File: src/rtl/pipeline_hazard_ctrl_pkg.sv
// core_pkg: shared types and constants for the RV32 pipeline control logic.
//   mc_state_t      : multi-cycle handshake FSM states (IDLE, BUSY)
//   RESULT_SRC_LOAD : result_src encoding that marks a load in Execute
//   REG_ZERO        : architectural x0, never a real data dependency
package core_pkg;

  typedef enum logic {
    IDLE = 1'b0,
    BUSY = 1'b1
  } mc_state_t;

  localparam logic [1:0] RESULT_SRC_LOAD = 2'b01;
  localparam logic [4:0] REG_ZERO        = 5'd0;

endpackage

File: src/rtl/pipeline_hazard_ctrl_sat_counter.sv
// sat_counter: saturating up-counter for performance statistics.
//   clk_i  : clock
//   rst_i  : asynchronous active-high reset, clears the count
//   clr_i  : synchronous clear, wins over inc_i
//   inc_i  : count one event this cycle
//   cnt_o  : current count, sticks at all-ones instead of wrapping
module sat_counter #(
  parameter int W = 32
) (
  input  logic         clk_i,
  input  logic         rst_i,
  input  logic         clr_i,
  input  logic         inc_i,
  output logic [W-1:0] cnt_o
);

  // Clear beats increment; once all-ones the count holds so a long
  // stall never reads back as a small number.
  always_ff @(posedge clk_i or posedge rst_i) begin
    if (rst_i) begin
      cnt_o <= '0;
    end else if (clr_i) begin
      cnt_o <= '0;
    end else if (inc_i && (cnt_o != {W{1'b1}})) begin
      cnt_o <= cnt_o + 1'b1;
    end
  end

endmodule

File: src/rtl/pipeline_hazard_ctrl.sv
// pipeline_hazard_ctrl: stall/flush scheduler for the 5-stage RV32 pipeline.
// Inputs : clk_i, rst_i (async, active-high), Decode sources rs1_d_i/rs2_d_i,
//          Execute rd_e_i/result_src_e_i/pc_src_e_i/mc_op_e_i, mc_done_i
//          from the multi-cycle unit, cnt_clr_i for the stall counter.
// Outputs: stall_f_o/stall_d_o/stall_e_o, flush_d_o/flush_e_o/flush_m_o,
//          mc_start_o and mc_err_o to the multi-cycle unit, stall_cnt_o.
// All hazard outputs are combinational from inputs and FSM state.
module pipeline_hazard_ctrl
  import core_pkg::*;
#(
  parameter int MC_TIMEOUT = 64,
  parameter int CNT_W      = 32
) (
  input  logic             clk_i,
  input  logic             rst_i,
  input  logic [4:0]       rs1_d_i,
  input  logic [4:0]       rs2_d_i,
  input  logic [4:0]       rd_e_i,
  input  logic [1:0]       result_src_e_i,
  input  logic             pc_src_e_i,
  input  logic             mc_op_e_i,
  input  logic             mc_done_i,
  input  logic             cnt_clr_i,
  output logic             stall_f_o,
  output logic             stall_d_o,
  output logic             stall_e_o,
  output logic             flush_d_o,
  output logic             flush_e_o,
  output logic             flush_m_o,
  output logic             mc_start_o,
  output logic             mc_err_o,
  output logic [CNT_W-1:0] stall_cnt_o
);

  localparam int             TO_W   = $clog2(MC_TIMEOUT + 1);
  localparam logic [TO_W-1:0] TO_VAL = TO_W'(MC_TIMEOUT);

  mc_state_t       state_q, state_d;
  logic [TO_W-1:0] to_cnt_q;
  logic            mc_req;
  logic            mc_timeout;
  logic            mc_busy;
  logic            load_use;

  // FSM register, BUSY-cycle counter and the registered timeout pulse.
  // The counter is 1 in the first BUSY cycle, so reaching MC_TIMEOUT means
  // the pipeline has been held for exactly MC_TIMEOUT cycles including the
  // start cycle.
  always_ff @(posedge clk_i or posedge rst_i) begin
    if (rst_i) begin
      state_q  <= IDLE;
      to_cnt_q <= '0;
      mc_err_o <= 1'b0;
    end else begin
      state_q  <= state_d;
      mc_err_o <= mc_timeout;
      if (state_q == IDLE && mc_req) begin
        to_cnt_q <= TO_W'(1);
      end else if (state_q == BUSY && !mc_done_i && !mc_timeout) begin
        to_cnt_q <= to_cnt_q + 1'b1;
      end
    end
  end

  // Next state, multi-cycle busy and output priority. The request is masked
  // while reset is held so an op left in Execute cannot fire a start pulse
  // before reset is released. The timeout cycle and the done cycle both
  // release the pipeline so E/M captures on that edge.
  always_comb begin
    state_d    = state_q;
    stall_f_o  = 1'b0;
    stall_d_o  = 1'b0;
    stall_e_o  = 1'b0;
    flush_d_o  = 1'b0;
    flush_e_o  = 1'b0;
    flush_m_o  = 1'b0;

    mc_req     = mc_op_e_i && !rst_i;
    mc_timeout = (state_q == BUSY) && (to_cnt_q == TO_VAL) && !mc_done_i;
    mc_start_o = (state_q == IDLE) && mc_req;
    mc_busy    = mc_start_o || ((state_q == BUSY) && !mc_done_i && !mc_timeout);
    load_use   = (result_src_e_i == RESULT_SRC_LOAD) && (rd_e_i != REG_ZERO) &&
                 ((rd_e_i == rs1_d_i) || (rd_e_i == rs2_d_i));

    case (state_q)
      IDLE:    if (mc_req) state_d = BUSY;
      BUSY:    if (mc_done_i || mc_timeout) state_d = IDLE;
      default: state_d = IDLE;
    endcase

    if (mc_busy) begin
      stall_f_o = 1'b1;
      stall_d_o = 1'b1;
      stall_e_o = 1'b1;
      flush_m_o = 1'b1;
    end else if (pc_src_e_i) begin
      flush_d_o = 1'b1;
      flush_e_o = 1'b1;
    end else if (load_use) begin
      stall_f_o = 1'b1;
      stall_d_o = 1'b1;
      flush_e_o = 1'b1;
    end
  end

  sat_counter #(
    .W(CNT_W)
  ) u_stall_cnt (
    .clk_i (clk_i),
    .rst_i (rst_i),
    .clr_i (cnt_clr_i),
    .inc_i (stall_f_o),
    .cnt_o (stall_cnt_o)
  );

endmodule

File: config.mk
export PLATFORM = sky130hd
export DESIGN_NAME = pipeline_hazard_ctrl
export DESIGN_NICKNAME = d
export VERILOG_FILES = /design/src/rtl/pipeline_hazard_ctrl_pkg.sv /design/src/rtl/pipeline_hazard_ctrl_sat_counter.sv /design/src/rtl/pipeline_hazard_ctrl.sv
export SDC_FILE = /design/constraint.sdc
export NUM_CORES = 1
export LEC_CHECK = 0
export ABC_AREA = 0
export BUFFER_PORTS_ARGS = -buffer_cell sky130_fd_sc_hd__buf_2
export CAP_MARGIN = 10
export CORE_AREA = 2 2 78 80
export CTS_BUF_LIST = sky130_fd_sc_hd__clkbuf_4
export CTS_CLUSTER_SIZE = 20
export DETAILED_ROUTE_END_ITERATION = 12
export DIE_AREA = 0 0 80 82
export PLACE_DENSITY_LB_ADDON = 0.05
export SLEW_MARGIN = 15
export SYNTH_ARGS = -nofsm -noshare
export SYNTH_HDL_FRONTEND = slang
export SYNTH_SLANG_ARGS = --single-unit
File: constraint.sdc
create_clock -name clk_i -period 3.1 [get_ports clk_i]
set_clock_uncertainty 0.1 [all_clocks]
set_input_delay 0.62 -clock clk_i [delete_from_list [all_inputs] [get_ports clk_i]]
set_output_delay 0.62 -clock clk_i [all_outputs]
set_load 0.02 [all_outputs]
==> summary.txt, run 1 <==
Run status
  • Status: finished clean

Synthesis
  • FFs w/ async S/R, synth: between 90% and 100%
  • Top-area cell type share of the netlist area: 40.7%
  • Register area share after synthesis: between 40% and 50%
  • Mapped Area: roughly 2500 sq um
  • Yosys reg bits: 41
  • Syn Area/Cell: 9.18 sq um
  • Mapped Cells: 275
  • Yosys warnings: 0
  • Netlist cell types: 43
  • Mapped Nets: 301
  • Synth area leader: dfrtp_1
  • Post-synth EDFFs: 0
  • Dominant synthesized flop cell: dfrtp_1
  • Synth area leaders: dfrtp_1 41%, or4_1 5.9%, o31ai_1 5.7%, a21oi_1 5.2%, xor2_1 4.9%

Power and ir drop
  • PwrDens: 374 nW/um^2
  • Worst vdd ir: 0.000257 V
  • Leak pwr: approximately 1.4 nW

Die
  • Total core area: between 5000 and 6000 sq um
  • Die X: 80 um
  • Die Ht: 82 um
  • Rows: 28
  • Die area: between 6000 and 7000 sq um
  • Starting Density: 43.9%
  • Num ports: 63

Drt
  • Final ANT Viol Nets: 0
  • Routed via count: 2301
  • Vias/cell: 5.64
  • First-pass DRT Iterations: 4
  • 1st-iter DRT viols: 151
  • Residual DRC: 0
  • Routed len/inst: between 10 and 15 um
  • Post-Route WL: roughly 5700 um

Placement
  • Final RePlAce weighted congestion: 0.745
  • Placed Area: 2870 sq um
  • DP Wirelength: slightly below 4000 um
  • IO buf count: 62
  • Worst slack, placed: 0.425 ns

Clock network
  • CTS max path bufs: 2
  • Reg clk slew, reported paths: 0.13 ns
  • CTS sink count: around 40
  • CTS H-tree lvls: 2
  • Worst-Skew Late Latency: 0.35 ns
  • CTS Buf Count: 5
  • Setup Fix Bufs, Post-CTS: 0
  • CTS tree: done
  • CTS Hold Buffers Added: 0
  • Clock Root Buffer: clkbuf_4
  • Post-cts resize count: 0

Timing
  • FMAX: 358 MHz
  • Setup_tns: 0 ns
  • Fin crit period: between 2 and 3 ns
  • Setup ws final: 0.304 ns
  • Final setup fails: 0
  • Slew margin rel.: 52.7%
  • Slew of the pin with the lowest slew margin: 0.710 ns
  • RSZ-0062 raised after global routing: false
  • Final Hold Viols: 0
  • Final Max Slew Viols: 0
  • Crit share post-route: 90.2%

Worst setup path
  • RR Startpoint: to_cnt_q[0]$_DFFE_PP0P_
  • Crit Path Category: flop to primary output
  • CP Data Arrival Time: 2.08 ns
  • Worst Path Required: ~2.4 ns
  • Setup crit end kind: primary output
  • Crit path from: to_cnt_q[0]$_DFFE_PP0P_
  • Crit path max fanout: 5
  • Crit start category: flop

Hold path
  • Hold Path Class: primary input to async pin

Finish
  • Post-route cell area: 2950 sq um
  • Final net count: 358
  • Diodes inserted: 0
  • Share of layout cells above drive strength 1: 27.0%
  • Layout area overhead: 17.0%

GRT
  • Largest net degree at the start of global routing: 55
  • Number of global-route vias before repair: 2090
  • Global-route wire length before repair: 9620 um
  • Gr usage total: 18.4%
  • Initial antenna violation count: 0
  • GRT Residual Overflow: 0

Job
  • Max_cap viols: 0
[metrics by stage]
step,cells,hold WS [ns],power (W),util (%)
2_1_floorplan,275,0.397,0.000717,-
6_report,408,0.288,0.00110,51.4
4_1_cts,408,0.296,0.00112,51.4
3_3_place_gp,400,0.422,0.000764,50.0
3_5_place_dp,400,0.427,0.000767,50.0
5_1_grt,408,0.336,0.00117,51.4
[worst max-delay path: stages, from the launching register on]
cell,delay [ns]
dfrtp_1,0.45
inv_1,0.08
ha_1,0.13
and4bb_1,0.26
a21boi_4,0.09
nor2_1,0.21
o31a_1,0.27
inv_2,0.08
buf_2,0.16
[final cells by class]
type / instances / area (sq um)
Clock buffer: 5 / 37.5
Clock inverter: 3 / 41.3
Fill cell: 564 / 2790
Inverter: 8 / 30.0
Multi-Input combinational cell: 209 / 1360
Sequential cell: 41 / 1030
Tap cell: 75 / 93.8
Timing Repair Buffer: 67 / 360
[where the power goes]
part           switching, W  internal [W]  leakage (nW)
registers         0.0000221      0.000554         0.566
logic              0.000112     0.0000651         0.749
clock network      0.000184      0.000167        0.0389
total              0.000318      0.000786          1.35
[final timing paths]
kind	cells past startpoint	slack, ns	end
worst min-delay path	3	0.29	to_cnt_q[1]$_DFFE_PP0P_
worst max-delay path	8	0.30	stall_d_o
max in group asynchronous	3	2.25	u_stall_cnt.cnt_o[18]$_DFFE_PP0P_
worst max register to register	9	0.64	u_stall_cnt.cnt_o[20]$_DFFE_PP0P_
min in group clk_i	2	0.45	to_cnt_q[6]$_DFFE_PP0P_
worst min register to register	2	0.45	to_cnt_q[6]$_DFFE_PP0P_
[Yosys cell counts, types with 2 or more instances]
library cell / count
o31ai_1: 19
dfrtp_1: 41
clkbuf_1: 6
mux2_2: 5
mux2_1: 2
nand3_1: 10
nor3_1: 5
buf_6: 3
xor2_1: 14
inv_1: 7
or3_1: 6
or4_1: 20
buf_4: 3
nand2_1: 17
nand4_1: 13
ha_1: 3
and4_1: 4
and3_1: 5
and2_1: 2
buf_2: 4
nor2_1: 24
o21ai_0: 7
nor2b_1: 9
a21oi_1: 26
o31a_1: 2
[cell usage in the layout (no fill, tap or decap), types with 3 or more instances in the layout]
| cell type | count |
|---|---|
| buf_2 | 62 |
| dfrtp_1 | 41 |
| a21oi_1 | 26 |
| nor2_1 | 24 |
| or4_1 | 20 |
| o31ai_1 | 19 |
| nand2_1 | 17 |
| xor2_1 | 14 |
| nand4_1 | 13 |
| nand3_1 | 10 |
| nor2b_1 | 9 |
| o21ai_0 | 7 |
| inv_1 | 7 |
| or3_1 | 6 |
| and3_1 | 5 |
| nor3_1 | 5 |
| mux2_2 | 5 |
| clkbuf_4 | 5 |
| and4_1 | 4 |
| buf_4 | 4 |
| ha_1 | 3 |
[cell families (layout without fill, tap and decap cells)]
| family | after synthesis | count (layout) | share of synthesized area (%) |
|---|---|---|---|
| buffers and inverters | 25 | 83 | 5.30 |
| muxes | 7 | 7 | 3.12 |
| and+or+nand+nor | 127 | 127 | 29.9 |
| adders and majority gates | 3 | 3 | 1.49 |
| DFF | 41 | 41 | 40.7 |
| xor gates and xnor gates | 15 | 15 | 5.21 |
| AOI/OAI and AO/OA | 57 | 57 | 14.3 |
[state kept, by name (all words and copies together), names as in the netlist]
| signal | flops |
|---|---|
| mc_err_o | 1 |
| state_q | 1 |
| to_cnt_q | 7 |
| u_stall_cnt.cnt_o | 32 |
[layer usage]
layer / GRT usage [%] / wire, um
met5: 0 / 0
met1: 24.7 / 2580
met3: 4.40 / 350
met2: 30.1 / 2680
met4: 4.75 / 58
Note: power is estimated with default switching activity, not from simulation.
==> inputs of run 2 (changes only) <==
--- a/config.mk
+++ b/config.mk
@@ -11,4 +11,5 @@
 export CORE_AREA = 2 2 78 80
 export CTS_BUF_LIST = sky130_fd_sc_hd__clkbuf_4
+export CTS_CLUSTER_DIAMETER = 80
 export CTS_CLUSTER_SIZE = 20
 export DETAILED_ROUTE_END_ITERATION = 12
==> constraint.sdc (replaced) <==
create_clock -name clk_i -period 3.1 [get_ports clk_i]
set_clock_uncertainty 0.1 [all_clocks]
set_input_delay 0.93 -clock clk_i [delete_from_list [all_inputs] [get_ports clk_i]]
set_output_delay 0.93 -clock clk_i [all_outputs]
set_load 0.02 [all_outputs]
==> run 2 against run 1 <==
  * The flow now finishes with violations (negative setup slack)
  * Routed wire length up 4.7%
  * Flip-flop and latch count did not move
  * Count of clock-buffer cells in the layout rose by 1
  * Combinational power grew 16%
  * Utilization is 2.0 points higher
  * Sequential power about the same
  * Hold slack improved by 0.19 ns
  * Critical path depth shrank 2
  * Non-clock buffer count increased by 10
  * Global-route usage is 0.98 points higher
  * Critical path type is now primary input to primary output
  * Highest routed layer unchanged
==> summary.txt, run 2 (synthesis results as in run 1) <==
Run status
  • Status: complete, but fails checks
  • Failing checks: negative setup slack

Drt
  • Vias/cell: 5.47 (-2.9%)
  • Final ANT Viol Nets: 0 (unchanged)
  • Routed len/inst: 14.2 um (+2.2%)
  • Residual DRC: 0 (unchanged)
  • 1st-iter DRT viols: 129 (-15%)
  • Post-Route WL: 5940 um (+4.7%)
  • First-pass DRT Iterations: 4 (unchanged)
  • Routed via count: 2288 (-0.56%)

Finish
  • Post-route cell area: 3070 sq um (+3.8%)
  • Diodes inserted: 0 (unchanged)
  • # fillers: 587 (+4.1%)
  • Largest regs: u_stall_cnt.cnt_o x32, to_cnt_q x7
  • Final net count: 368 (+2.8%)
  • Fin util: 53.4% (+2.0 points)
  • Share of layout cells above drive strength 1: 30.6% (+3.6 points)
  • Commonest non-fill, non-tap cells in the layout: 58 x buf_2, 41 x dfrtp_1, 26 x a21oi_1, 23 x nor2_1
  • Reg with most FFs: u_stall_cnt.cnt_o
  • Layout area overhead: 21.5%
  • Commonest non-fill, non-tap cell in the layout: buf_2
  • Max reg flops: 32 (unchanged)

Worst setup path
  • Critical path, cell by cell: buf_8, or4_4, o21ai_4, o31a_2, inv_8, buf_6
  • Flop-to-flop setup slack: 0.60 ns (-0.04 ns)
  • R2R cell count: 10 (+1)
  • Crit. path cell count: 6 (-2)
  • Crit start category: primary input
  • CP Data Arrival Time: 2.09 ns (about the same)
  • Crit-path leading delay family: simple AND/OR/NAND/NOR gates
  • CP Buf/Inv Count: 3 (unchanged)
  • Max stage delay on crit path: 0.54 ns (+0.09 ns)
  • Slowest-stage cell, CP: or4_4
  • Crit Path Category: primary input to primary output
  • Setup crit end kind: primary output
  • Crit path max fanout: 3 (-2)
  • Worst Path Required: 2.07 ns (-0.31 ns)

GRT
  • Gr usage total: 19.4% (+0.98 points)
  • Largest net degree at the start of global routing: 42 (-24%)
  • Global-route wire length before repair: 10100 um (+5.1%)
  • GRT Residual Overflow: 0 (unchanged)
  • Initial antenna violation count: 0 (unchanged)
  • Number of global-route vias before repair: 2132 (+2.0%)

Power and ir drop
  • PwrDens: 345 nW/um^2 (-7.6%)
  • Leak pwr: 1.42 nW (+4.5%)
  • Worst vdd ir: 0.000220 V (-14%)

Clock network
  • CTS sink count: 41 (unchanged)
  • CTS Hold Buffers Added: 0 (unchanged)
  • CTS H-tree lvls: 2 (unchanged)
  • CTS Buf Count: 5 (unchanged)
  • Reg clk slew, reported paths: 0.13 ns (about the same)
  • CTS tree: done
  • Worst-Skew Late Latency: 0.35 ns (about the same)
  • Clock Root Buffer: clkbuf_4
  • Setup Fix Bufs, Post-CTS: 0 (unchanged)
  • CTS max path bufs: 2 (unchanged)

Timing
  • Final Hold Viols: 0 (unchanged)
  • Setup_tns: -0.0476 ns (-0.0476 ns)
  • Crit share post-route: 101% (+11 points)
  • Setup ws final: -0.0240 ns (-0.328 ns)
  • FMAX: 320 MHz (-11%)
  • Slew margin rel.: 64.7% (+12 points)
  • Final setup fails: 2 (+2)
  • Fin crit period: 3.12 ns (+0.328 ns)
  • Slew of the pin with the lowest slew margin: 0.529 ns (-0.181 ns)
  • RSZ-0062 raised after global routing: true
  • Hold WS: 0.477 ns (+0.190 ns)
  • Final Max Slew Viols: 0 (unchanged)

Hold path
  • Hold Path Class: flop to flop
  • Hold Path Stages: 2

Die
  • Die area: 6560 sq um (unchanged)
  • Die Ht: 82 um (unchanged)
  • Total core area: 5750 sq um (unchanged)
  • Rows: 28 (unchanged)
  • Die X: 80 um (unchanged)
  • Num ports: 63 (unchanged)
  • Starting Density: 43.9% (unchanged)

Placement
  • Final RePlAce weighted congestion: 0.717 (-3.8%)
  • Worst slack, placed: -0.120 ns (-0.545 ns)
  • Placed Area: 2960 sq um (+3.1%)
  • IO buf count: 62 (unchanged)
  • DP Wirelength: 4210 um (+7.0%)

Job
  • Max_cap viols: 0 (unchanged)
run 2: cell type report:
type	count	area (sq um)	share of cell area (%)
repair buffers	77	464	15.1
clock inverters	2	10.0	0.327
inverters	8	37.5	1.22
well taps	75	93.8	3.06
multi-input cells	209	1390	45.3
clock buffers	6	45.0	1.47
flip-flops and latches	41	1030	33.5
run 2: layer usage:
metal	track usage, %	routed length, um
met5	0	0
met4	4.58	58
met3	4.62	302
met2	31.3	2750
met1	26.5	2830
run 2: worst register-to-register path, cell delays in order, from the launching register on:
cell and delay [ns]:
dfrtp_1 0.42, inv_1 0.06, ha_1 0.19, and4bb_1 0.23, a21boi_4 0.15, nor2_2 0.08, o31a_2 0.16, buf_4 0.16
buf_4 0.20, or4_1 0.52, a21oi_1 0.16
run 2: power breakdown:
group | leakage (nW) | switching [W] | internal [W]
clock network | 0.0354 | 0.000182 | 0.0000955
logic | 0.814 | 0.000119 | 0.0000865
registers | 0.566 | 0.0000215 | 0.000554
run 2: timing repair:
item / in CTS / in global routing
endpoints found under the setup margin: 3 / 6
resized for setup: 10 / 2
pin swaps: 3 / 1
cloned: 0 / 0
run 2: worst paths after layout:
path,from,to
max in group asynchronous,rst_i,u_stall_cnt.cnt_o[25]$_DFFE_PP0P_
worst min register to register,to_cnt_q[6]$_DFFE_PP0P_,to_cnt_q[6]$_DFFE_PP0P_
worst max register to register,to_cnt_q[0]$_DFFE_PP0P_,u_stall_cnt.cnt_o[16]$_DFFE_PP0P_
min in group asynchronous,rst_i,state_q$_DFF_PP0_
worst max-delay path,rd_e_i[4],stall_d_o
worst min-delay path,to_cnt_q[6]$_DFFE_PP0P_,to_cnt_q[6]$_DFFE_PP0P_
run 2: per-stage QoR:
stage | power (W) | std cells
global route | 0.00112 | 418
floorplan | 0.000723 | 275
CTS | 0.00107 | 418
global placement | 0.000785 | 410
detailed placement | 0.000785 | 410
finish | 0.00106 | 418
